==> config.mk <==
export PLATFORM = sky130hd
export DESIGN_NAME = pipe_stage_buf
export DESIGN_NICKNAME = d
export VERILOG_FILES = /design/src/rtl/pipe_stage_buf.sv
export SDC_FILE = /design/constraint.sdc
export NUM_CORES = 1
export LEC_CHECK = 0
export CAP_MARGIN = 5
export CORE_MARGIN = 3
export CORE_UTILIZATION = 40
export CTS_CLUSTER_DIAMETER = 200
export CTS_CLUSTER_SIZE = 14
export DETAILED_ROUTE_END_ITERATION = 16
export MAX_ROUTING_LAYER = met4
export PLACE_DENSITY_LB_ADDON = 0.15
export SYNTH_ARGS = -nofsm -noshare
export SYNTH_HDL_FRONTEND = slang
export SYNTH_SLANG_ARGS = --single-unit
==> constraint.sdc <==
create_clock -name clk -period 2.5 [get_ports clk]
set_input_delay 0.625 -clock clk [delete_from_list [all_inputs] [get_ports clk]]
set_output_delay 0.625 -clock clk [all_outputs]
set_load 0.05 [all_outputs]
==> src/rtl/pipe_stage_buf.sv <==
// Inter-stage pipeline buffer: valid/ready handshake, optional skid entry,
// flush-to-bubble, qualified regwrite and a saturating stall counter.
module pipe_stage_buf #(
    parameter int DATA_W = 128,
    parameter int SKID   = 1,
    parameter int CNT_W  = 16
) (
    input  logic              clk,
    input  logic              rst_n,
    input  logic              in_valid,
    output logic              in_ready,
    input  logic [DATA_W-1:0] in_data,
    input  logic              in_regwrite,
    input  logic              flush,
    output logic              out_valid,
    input  logic              out_ready,
    output logic [DATA_W-1:0] out_data,
    output logic              out_regwrite,
    output logic [1:0]        occupancy,
    output logic [CNT_W-1:0]  stall_count
);

    typedef enum logic [1:0] {
        ST_EMPTY = 2'd0,
        ST_ONE   = 2'd1,
        ST_FULL  = 2'd2
    } state_t;

    state_t            state_r;
    state_t            state_s;
    logic              out_valid_r;
    logic              in_ready_r;
    logic              in_ready_s;
    logic              in_ready_nxt_s;
    logic              in_xfer_s;
    logic              out_xfer_s;
    logic [DATA_W-1:0] out_data_r;
    logic [DATA_W-1:0] out_data_s;
    logic [DATA_W-1:0] skid_data_r;
    logic [DATA_W-1:0] skid_data_s;
    logic              out_rw_r;
    logic              out_rw_s;
    logic              skid_rw_r;
    logic              skid_rw_s;
    logic [CNT_W-1:0]  stall_cnt_r;

    // Ready source: registered with a skid entry, otherwise pass-through of downstream ready.
    always_comb begin
        in_ready_s = 1'b0;
        if (SKID != 0) begin
            in_ready_s = in_ready_r;
        end else begin
            in_ready_s = out_ready | ~out_valid_r;
        end
    end

    assign in_xfer_s  = in_valid & in_ready_s;
    assign out_xfer_s = out_valid_r & out_ready;

    // Next-state and datapath steering; regwrite bits are cleared whenever an entry empties.
    always_comb begin
        state_s     = state_r;
        out_data_s  = out_data_r;
        skid_data_s = skid_data_r;
        out_rw_s    = out_rw_r;
        skid_rw_s   = skid_rw_r;
        if (flush) begin
            state_s   = ST_EMPTY;
            out_rw_s  = 1'b0;
            skid_rw_s = 1'b0;
        end else begin
            case (state_r)
                ST_EMPTY: begin
                    if (in_xfer_s) begin
                        state_s    = ST_ONE;
                        out_data_s = in_data;
                        out_rw_s   = in_regwrite;
                    end else begin
                        state_s = ST_EMPTY;
                    end
                end
                ST_ONE: begin
                    if (in_xfer_s && out_xfer_s) begin
                        out_data_s = in_data;
                        out_rw_s   = in_regwrite;
                    end else if (in_xfer_s) begin
                        state_s     = ST_FULL;
                        skid_data_s = in_data;
                        skid_rw_s   = in_regwrite;
                    end else if (out_xfer_s) begin
                        state_s  = ST_EMPTY;
                        out_rw_s = 1'b0;
                    end else begin
                        state_s = ST_ONE;
                    end
                end
                ST_FULL: begin
                    if (out_xfer_s) begin
                        state_s    = ST_ONE;
                        out_data_s = skid_data_r;
                        out_rw_s   = skid_rw_r;
                        skid_rw_s  = 1'b0;
                    end else begin
                        state_s = ST_FULL;
                    end
                end
                default: begin
                    state_s   = ST_EMPTY;
                    out_rw_s  = 1'b0;
                    skid_rw_s = 1'b0;
                end
            endcase
        end
    end

    // Registered ready looks ahead at the next occupancy so out_ready never reaches in_ready.
    always_comb begin
        in_ready_nxt_s = 1'b1;
        if (flush) begin
            in_ready_nxt_s = 1'b1;
        end else begin
            in_ready_nxt_s = (state_s != ST_FULL);
        end
    end

    // Control state registers.
    always_ff @(posedge clk or negedge rst_n) begin
        if (!rst_n) begin
            state_r     <= ST_EMPTY;
            out_valid_r <= 1'b0;
            in_ready_r  <= 1'b1;
            out_rw_r    <= 1'b0;
            skid_rw_r   <= 1'b0;
        end else begin
            state_r     <= state_s;
            out_valid_r <= (state_s != ST_EMPTY);
            in_ready_r  <= in_ready_nxt_s;
            out_rw_r    <= out_rw_s;
            skid_rw_r   <= skid_rw_s;
        end
    end

    // Payload registers.
    always_ff @(posedge clk or negedge rst_n) begin
        if (!rst_n) begin
            out_data_r  <= {DATA_W{1'b0}};
            skid_data_r <= {DATA_W{1'b0}};
        end else begin
            out_data_r  <= out_data_s;
            skid_data_r <= skid_data_s;
        end
    end

    // Stall counter saturates at all-ones and survives flushes.
    always_ff @(posedge clk or negedge rst_n) begin
        if (!rst_n) begin
            stall_cnt_r <= {CNT_W{1'b0}};
        end else if (out_valid_r && !out_ready && (stall_cnt_r != {CNT_W{1'b1}})) begin
            stall_cnt_r <= stall_cnt_r + {{(CNT_W-1){1'b0}}, 1'b1};
        end else begin
            stall_cnt_r <= stall_cnt_r;
        end
    end

    assign in_ready     = in_ready_s;
    assign out_valid    = out_valid_r;
    assign out_data     = out_data_r;
    assign out_regwrite = out_rw_r;
    assign occupancy    = state_r;
    assign stall_count  = stall_cnt_r;

endmodule

# After elaboration in Yosys (flattened, before gate mapping)
# Cells that the tools add are included.
# W data, S select, Z words.
[word_totals] regBits=278 input_bits=134 output_inout_bits=149
[classes] muxes=22 eq_ne=14 n_addsub=1 bitwise_logic=4 n_reduce_logical=11
[op_table] cell="$mux W128" n=3
[op_table] cell="$pmux W128 S3" n=1
[op_table] cell="$add A16 B1 Y16 const B" n=1
[op_table] cell="$ne A16 B16 Y1 const B" n=1
[op_table] cell="$ne A3 B3 Y1 const B" n=4
[op_table] cell="$reduce_and A4 Y1" n=3
[op_table] cell="$mux W1" n=11
[op_table] cell="$ne A2 B2 Y1 const B" n=5
[op_table] cell="$mux W2" n=4
[op_table] cell="$ne A4 B4 Y1 const B" n=2
[op_table] cell="$pmux W1 S3" n=2
[op_table] cell="$pmux W2 S3" n=1
[op_table] cell="$reduce_and A5 Y1" n=1
[op_table] cell="$logic_and A1 B1 Y1" n=3
[op_table] cell="$reduce_bool A3 Y1" n=1
[op_table] cell="$and A1 B1 Y1" n=2
[op_table] cell="$eq A2 B1 Y1 const B" n=1
[op_table] cell="$eq A2 B2 Y1 const B" n=1
[op_table] cell="$logic_not A2 Y1" n=1
[op_table] cell="$not A1 Y1" n=2
[op_table] cell="$reduce_bool A2 Y1" n=1
[op_table] cell="$logic_not A1 Y1" n=1

# Longest topological paths before layout
# Gate-level depths: netlist (run 1).
[depth] depth_word=8 depth_mapped=6

# Worst setup path before layout (run 1)
# OpenSTA, ideal clock, no wires.
[synth_path] path_type="reg2reg" from="register in_ready_r, in the netlist in_ready" to="register out_data_r[0], in the netlist out_data[0]" period_less_slack_ps=2085 path_slack_ps=415 arrival_time_ps=1960 setup_time_ps=125 t_required_ps=2375 stages_incl_launch_ff=7 cell_sequence="dfstp_2 -> a21oi_1 -> a211o_1 -> a21oi_4 -> buf_12 -> buf_12 -> mux2_4"
[synth_via] elab_chain_len=4
[synth_rtl] element="from (decl)" line="32" source="logic in_ready_r;"
[synth_rtl] element="from (signal assigned)" line="137" source="in_ready_r <= in_ready_nxt_s;"
[synth_rtl] element="$and A1 B1 Y1 (*)" line="57" source="assign in_xfer_s = in_valid & in_ready_s;"
[synth_rtl] element="$logic_and A1 B1 Y1" line="83" source="if (in_xfer_s && out_xfer_s) begin"
[synth_rtl] element="$ne A2 B2 Y1 (no source line)"
[synth_rtl] element="$reduce_and A5 Y1 (no source line) (*)"
[synth_rtl] element="to (signal assigned)" line="146" source="out_data_r <= {DATA_W{1'b0}};"
[synth_rtl] element="to (signal assigned)" line="149" source="out_data_r <= out_data_s;"
[synth_rtl] element="to (decl)" line="37" source="logic [DATA_W-1:0] out_data_r;"
# Every way passes the cells marked *; elsewhere a longest branch is shown, timed or not.
# A chain may end at the register's enable or synchronous reset.

# Final worst setup path (run 1)
[layout_path] from="register stall_cnt_r[8], in the netlist stall_count[8]" to="output port stall_count[8]"
[layout_lines] element="from (decl)" line="45" source="logic [CNT_W-1:0] stall_cnt_r;"
[layout_lines] element="from (signal assigned)" line="157" source="stall_cnt_r <= {CNT_W{1'b0}};"
[layout_lines] element="from (signal assigned)" line="159" source="stall_cnt_r <= stall_cnt_r + {{(CNT_W-1){1'b0}}, 1'b1};"
[layout_lines] element="from (signal assigned)" line="161" source="stall_cnt_r <= stall_cnt_r;"
[layout_lines] element="to (decl)" line="20" source="output logic [CNT_W-1:0] stall_count"
# No word-level cell between the ends.

==> impl_metrics.env, run 1 <==
export IMPL_status="complete, no violations"
export IMPL_min_path_type="primary input to asynchronous set/reset pin"
export IMPL_rsz0062_at_grt="no"
export IMPL_ir_drop_v=0.000665
export IMPL_synth_top_area_share_pct=54.6
export IMPL_ys_seq_elements=278
export IMPL_grt_pass1_vias=7951
export IMPL_area_growth_pct=32.4
export IMPL_timing_final_crit_share_pct=97.4
export IMPL_start_util_pct=41.0
export IMPL_nets=1240
export IMPL_cts_sinks=278
export IMPL_path_buf_inv=1
export IMPL_seq_area_sq_um=6960
export IMPL_yosysSeqAreaShare_pct=54.8
export IMPL_ys_flop_type="dfrtp_1"
export IMPL_routed_wl_um=28400
export IMPL_gp_congestion=0.765
export IMPL_cts_hold_buf=0
export IMPL_critical_path_top_delay_family="buffers and inverters"
export IMPL_use_met1_pct=24.5
export IMPL_routed_via_density=4.94
export IMPL_first_pass_iters=4
export IMPL_post_dp_hpwl_um=19700
export IMPL_synth_common_cells="mux2_2 (285), dfrtp_1 (277), mux2_4 (100)"
export IMPL_synth_net_count=927
export IMPL_drc=0
export IMPL_cap_violations=0
export IMPL_setup_tns_final_ns=0
export IMPL_yosysMostFrequentCell="mux2_2"
export IMPL_report_final_hold_viol_count=0
export IMPL_grt_use_met2_pct=24.9
export IMPL_synth_edf_count=0
export IMPL_drive_gt1_share_pct=42.1
export IMPL_maxSlewHeadroom_pct=59.9
export IMPL_timing_fmax_mhz=411
export IMPL_cellLeakagePower_nw=7.22
export IMPL_synth_area_sq_um=12700
export IMPL_crit_path_start_kind="flop"
export IMPL_via_count=7471
export IMPL_cts_tree="yes"
export IMPL_top_usage_layer="met2"
export IMPL_synth_area_leaders="dfrtp_1 (55%), mux2_2 (25%), mux2_4 (12%)"
export IMPL_max_stage_delay_ns=0.85
export IMPL_fillers=2593
export IMPL_cp_slowest_cell="clkdlybuf4s50_1"
export IMPL_overflow=0
export IMPL_drv_slew=0
export IMPL_synth_async_reset_ratio_pct=100
export IMPL_dr_first_iter_drc_count=241
export IMPL_clk_pin_slew_ns=0.07
export IMPL_ys_warn_count=0
export IMPL_worstSetupPathType="flop to primary output"
export IMPL_clock_latency_ns=0.50
export IMPL_num_io_pins=283
export IMPL_cts_max_path_buffers=3
export IMPL_grtUsageMet3_pct=4.81
export IMPL_wl_per_cell_um=18.8
export IMPL_die_w_um=184
export IMPL_syn_inst=792
export IMPL_antenna_found_initial=3
export IMPL_antenna_left=0
export IMPL_yosysTopAreaCell="dfrtp_1"
export IMPL_fp_row_count=64
export IMPL_powerDensity_nw_per_um2=1090
export IMPL_core_area_sq_um=30900
export IMPL_cp_arrival_ns=1.81
export IMPL_dpl_cell_count=1476
export IMPL_tightest_slew_ns=0.599
export IMPL_fin_worst_skew_ns=0.00729
export IMPL_dieArea_sq_um=33900
export IMPL_min_period_ns=2.43
export IMPL_setup_viol=0
export IMPL_htreeDepth=1
export IMPL_clock_root_buffer="clkbuf_16"
export IMPL_multiInputGateArea_sq_um=5280
export IMPL_critPathMaxFanout=6
export IMPL_grt_use_total_pct=17.2
export IMPL_cp_required_ns=1.88
export IMPL_avgSynthCellArea_sq_um=16.0
export IMPL_die_height_um=184
export IMPL_numCtsBuffers=23
export IMPL_grt_max_degree=66
export IMPL_grt_first_pass_wirelength_um=45600
export IMPL_io_buffers=282
export IMPL_crit_chain="clkdlybuf4s50_1"
export IMPL_fin_cells=1512
export IMPL_synth_cell_type_count=42
export IMPL_crit_path_end_kind="primary output"
## path summary, 6_finish.rpt
path | endpoint | depth (start not counted) | slack (ns) | from
max | stall_count[8] | 1 | 0.07 | stall_count[8]
min | out_data[14] | 1 | 0.06 | rst_n
max reg2reg | out_data[117] | 6 | 0.41 | in_ready
min reg2reg | skid_data_r[80] | 1 | 0.50 | skid_data_r[80]
max in group asynchronous | skid_data_r[41] | 2 | 1.64 | rst_n
min in group clk | skid_data_r[80] | 1 | 0.50 | skid_data_r[80]
## timing repair
item | 4_1_cts | 5_1_grt
gates resized for setup | 2 | 1
setup endpoints to repair | 2 | 1
buffers inserted | 0 | 0
## routing by layer
metal | up-vias | share of wire (%) | wire (um)
li1 | 3478 | - | -
met1 | 3754 | 48 | 13600
met2 | 205 | 43 | 12200
met3 | 34 | 7.5 | 2130
met4 | 0 | 1.7 | 473
met5 | - | 0 | 0
## through the flow
stage / util (%) / worst slack, ns / hold WS, ns / power [mW] / instance area (sq um)
finish: 54.4 / 0.0657 / 0.0615 / 18.2 / 16800
global route: 54.4 / 0.00500 / 0.0669 / 19.2 / 16800
CTS: 54.3 / 0.00847 / 0.0541 / 18.5 / 16800
detailed placement: 52.3 / -0.188 / 0.487 / 15.1 / 16200
global placement: 52.3 / -0.147 / 0.485 / 15.0 / 16200
floorplan: - / 0.415 / 0.329 / 12.4 / 12700
## area by class of cell
type / instances / area share (%)
diodes: 4 / 0.0596
multi-input cells: 466 / 31.4
repair buffers: 332 / 20.4
inverters: 4 / 0.0894
flip-flops and latches: 278 / 41.4
well taps: 396 / 2.95
clock buffers: 32 / 3.69
## where the power goes
group | internal (mW) | switching [mW] | total, mW | leakage, nW
sequential | 6.25 | 0.995 | 7.24 | 3.35
combinational | 3.52 | 4.20 | 7.73 | 3.57
clock | 1.70 | 1.56 | 3.26 | 0.300
total | 11.5 | 6.76 | 18.2 | 7.22
## sequential cells by signal, indices dropped and copies added, names as in the netlist
signal,flops
skid_rw_r,1
out_regwrite,1
occupancy,2
stall_count,16
skid_data_r,128
out_valid,1
out_data,128
in_ready,1
## layout by cell type, fill, tap and decap left out, types with 2 or more instances in the layout
cell type	Yosys	final
mux2_2	285	285
clkdlybuf4s50_1	0	277
dfrtp_1	277	277
mux2_4	100	100
buf_4	13	33
clkbuf_16	0	23
buf_12	11	18
xor2_1	10	10
nand2_1	8	8
clkbuf_1	3	8
a21oi_1	7	7
nand3_1	7	7
nor2_1	7	7
nand4_1	6	6
diode_2	0	4
inv_1	4	4
xnor2_1	4	4
nor3_1	3	3
a21o_1	2	2
and3_1	2	2
nor2b_1	2	2
nor4_1	3	2
a311oi_1	2	2
dlygate4sd2_1	0	2
## kinds of logic (layout without fill, tap and decap cells)
logic type                 Yosys count  in the layout  share of synthesized area (%)
AOI/OAI and AO/OA                   19             19                           1.15
and+or+nand+nor                     47             47                           2.21
DFF                                278            278                           54.8
other                                0              4                              0
xor gates and xnor gates            14             14                          0.967
muxes                              385            385                           37.1
buffers and inverters               48            368                           3.59
adders and majority gates            1              1                         0.0986
No activity file was read; power rests on OpenSTA's default activity.
==> run 2: changes to the inputs <==
--- a/config.mk
+++ b/config.mk
@@ -13,6 +13,7 @@
 export DETAILED_ROUTE_END_ITERATION = 16
 export MAX_ROUTING_LAYER = met4
 export PLACE_DENSITY_LB_ADDON = 0.15
+export SLEW_MARGIN = 10
 export SYNTH_ARGS = -nofsm -noshare
 export SYNTH_HDL_FRONTEND = slang
 export SYNTH_SLANG_ARGS = --single-unit
==> results of run 2 <==
Final layout, timing and power as in run 1 (identical DEF).
==> run 3: changes to the inputs <==
--- a/config.mk
+++ b/config.mk
@@ -8,12 +8,11 @@
 export CAP_MARGIN = 5
 export CORE_MARGIN = 3
 export CORE_UTILIZATION = 40
-export CTS_CLUSTER_DIAMETER = 200
+export CTS_CLUSTER_DIAMETER = 50
 export CTS_CLUSTER_SIZE = 14
 export DETAILED_ROUTE_END_ITERATION = 16
 export MAX_ROUTING_LAYER = met4
 export PLACE_DENSITY_LB_ADDON = 0.15
-export SLEW_MARGIN = 10
 export SYNTH_ARGS = -nofsm -noshare
 export SYNTH_HDL_FRONTEND = slang
 export SYNTH_SLANG_ARGS = --single-unit
==> run 3 against run 2 <==
Die area unchanged; critical endpoint unchanged; critical path depth unchanged; clock-buffer cell count grew 11.
==> impl_metrics.env, run 3 (synthesis gave the netlist of run 1 again) <==
export IMPL_timing_fmax_mhz=414
export IMPL_routed_via_density=4.90
export IMPL_rsz0062_at_grt="no"
export IMPL_cp_arrival_ns=1.79
export IMPL_start_util_pct=41.0
export IMPL_post_cts_buffers=0
export IMPL_tightest_slew_ns=0.598
export IMPL_min_path_type="primary input to asynchronous set/reset pin"
export IMPL_cap_violations=0
export IMPL_grt_pass1_vias=8095
export IMPL_crit_chain="clkdlybuf4s50_1"
export IMPL_routed_wl_um=28700
export IMPL_netSwitchingFraction_pct=35.6
export IMPL_cts_tree="yes"
export IMPL_ir_drop_v=0.000653
export IMPL_antenna_found_initial=3
export IMPL_grt_max_degree=66
export IMPL_seqPwrFrac_pct=35.8
export IMPL_maxSlewHeadroom_pct=60.0
export IMPL_antenna_left=0
export IMPL_cts_hold_buf=0
export IMPL_report_final_hold_viol_count=0
export IMPL_core_area_sq_um=30900
export IMPL_critPathMaxFanout=6
export IMPL_crit_path_end_kind="primary output"
export IMPL_internal_power_mw=13.0
export IMPL_fillers=2533
export IMPL_cp_slowest_cell="clkdlybuf4s50_1"
export IMPL_rr_worst_depth=6
export IMPL_setup_viol=0
export IMPL_max_stage_delay_ns=0.85
export IMPL_post_dp_hpwl_um=19700
export IMPL_wl_per_cell_um=18.6
export IMPL_io_buffers=282
export IMPL_area_growth_pct=37.3
export IMPL_seq_area_sq_um=6960
export IMPL_drive_gt1_share_pct=44.1
export IMPL_grt_first_pass_wirelength_um=46100
export IMPL_num_io_pins=283
export IMPL_via_count=7563
export IMPL_clock_latency_ns=0.50
export IMPL_layout_commonest_cell="mux2_2"
export IMPL_drv_slew=0
export IMPL_multiInputGateArea_sq_um=5280
export IMPL_cts_max_path_buffers=3
export IMPL_drc=0
export IMPL_cts_sinks=278
export IMPL_fp_row_count=64
export IMPL_cellLeakagePower_nw=7.51
export IMPL_timing_final_crit_share_pct=96.6
export IMPL_ff2ff_setup_slack_ns=0.41
export IMPL_htreeDepth=2
export IMPL_p_switching_mw=7.22
export IMPL_setup_tns_final_ns=0
export IMPL_nets=1252
export IMPL_critical_path_top_delay_family="buffers and inverters"
export IMPL_overflow=0
export IMPL_pwr_share_clk_pct=26.0
export IMPL_fin_worst_skew_ns=0.0102
export IMPL_grt_use_total_pct=17.4
export IMPL_clk_pin_slew_ns=0.06
export IMPL_r2r_end="out_data[114]"
export IMPL_die_w_um=184
export IMPL_gp_congestion=0.765
export IMPL_dieArea_sq_um=33900
export IMPL_cp_required_ns=1.88
export IMPL_dr_first_iter_drc_count=264
export IMPL_powerDensity_nw_per_um2=1160
export IMPL_die_height_um=184
export IMPL_pwr_share_comb_pct=38.2
export IMPL_first_pass_iters=4
export IMPL_status="complete, no violations"
export IMPL_crit_path_start_kind="flop"
export IMPL_path_buf_inv=1
export IMPL_worstSetupPathType="flop to primary output"
export IMPL_numCtsBuffers=35
export IMPL_min_period_ns=2.42
export IMPL_reg2reg_from="in_ready"
export IMPL_post_route_util_pct=56.3
export IMPL_clock_root_buffer="clkbuf_16"
export IMPL_final_cell_mix="mux2_2 (285), clkdlybuf4s50_1 (277), dfrtp_1 (277)"
run 3: cell count changes in the layout (fill, tap and decap cells not counted), moves of 3 or more:
cell,delta
clkinv_2,+4
clkbuf_16,+14
clkinv_4,+3
inv_6,+3
bufinv_16,+4
clkinvlp_4,+4
clkbuf_1,-5
run 3: worst max path at each step:
stage	depth (start not counted)	endpoint	from
4_1_cts	1	stall_count[3]	stall_count[3]
3_3_place_gp	7	out_data[123]	out_ready
6_report	1	stall_count[8]	stall_count[8]
5_1_grt	1	stall_count[8]	stall_count[8]
2_1_floorplan	6	out_data[0]	in_ready
3_5_place_dp	7	out_data[126]	out_ready
run 3: timing repair:
| item | CTS | global route |
|---|---|---|
| pin swaps | 0 | 0 |
| endpoints found under the setup margin | 2 | 1 |
| gates resized for setup | 2 | 1 |
run 3: layout make-up:
| cell class | instances | area share (%) |
|---|---|---|
| diodes | 4 | 0.0575 |
| clock buffers | 43 | 5.62 |
| clock inverters | 20 | 1.44 |
| inverters | 4 | 0.0862 |
| multi-input cells | 466 | 30.3 |
| flip-flops and latches | 278 | 40.0 |
| well taps | 396 | 2.85 |
| repair buffers | 332 | 19.7 |
run 3: metrics by stage:
stage          power, mW  area, sq um  setup slack (ns)  hold slack (ns)  std cells
5_1_grt             21.2        17400            0.0340           0.0735       1542
2_1_floorplan       12.4        12700             0.415            0.329        792
6_report            20.2        17400            0.0842           0.0557       1543
3_5_place_dp        15.1        16200            -0.188            0.487       1476
4_1_cts             20.5        17400            0.0319           0.0734       1539
3_3_place_gp        15.0        16200            -0.147            0.485       1476
run 3: power by group through the flow:
stage	Combinational (mW)	Clock, mW	Sequential [mW]
finish	7.73	5.26	7.25
global route	8.11	5.59	7.51
CTS	7.81	5.40	7.27
detailed placement	7.79	0	7.31
global placement	7.70	0	7.27
floorplan	2.55	0	9.90
run 3: layer usage:
metal | up-vias | part of all wire (%) | global-route usage (%)
met4 | 0 | 1.5 | 3.75
met1 | 3772 | 47 | 24.4
met5 | - | 0 | -
li1 | 3523 | - | -
met3 | 41 | 7.7 | 5.18
met2 | 227 | 44 | 25.2
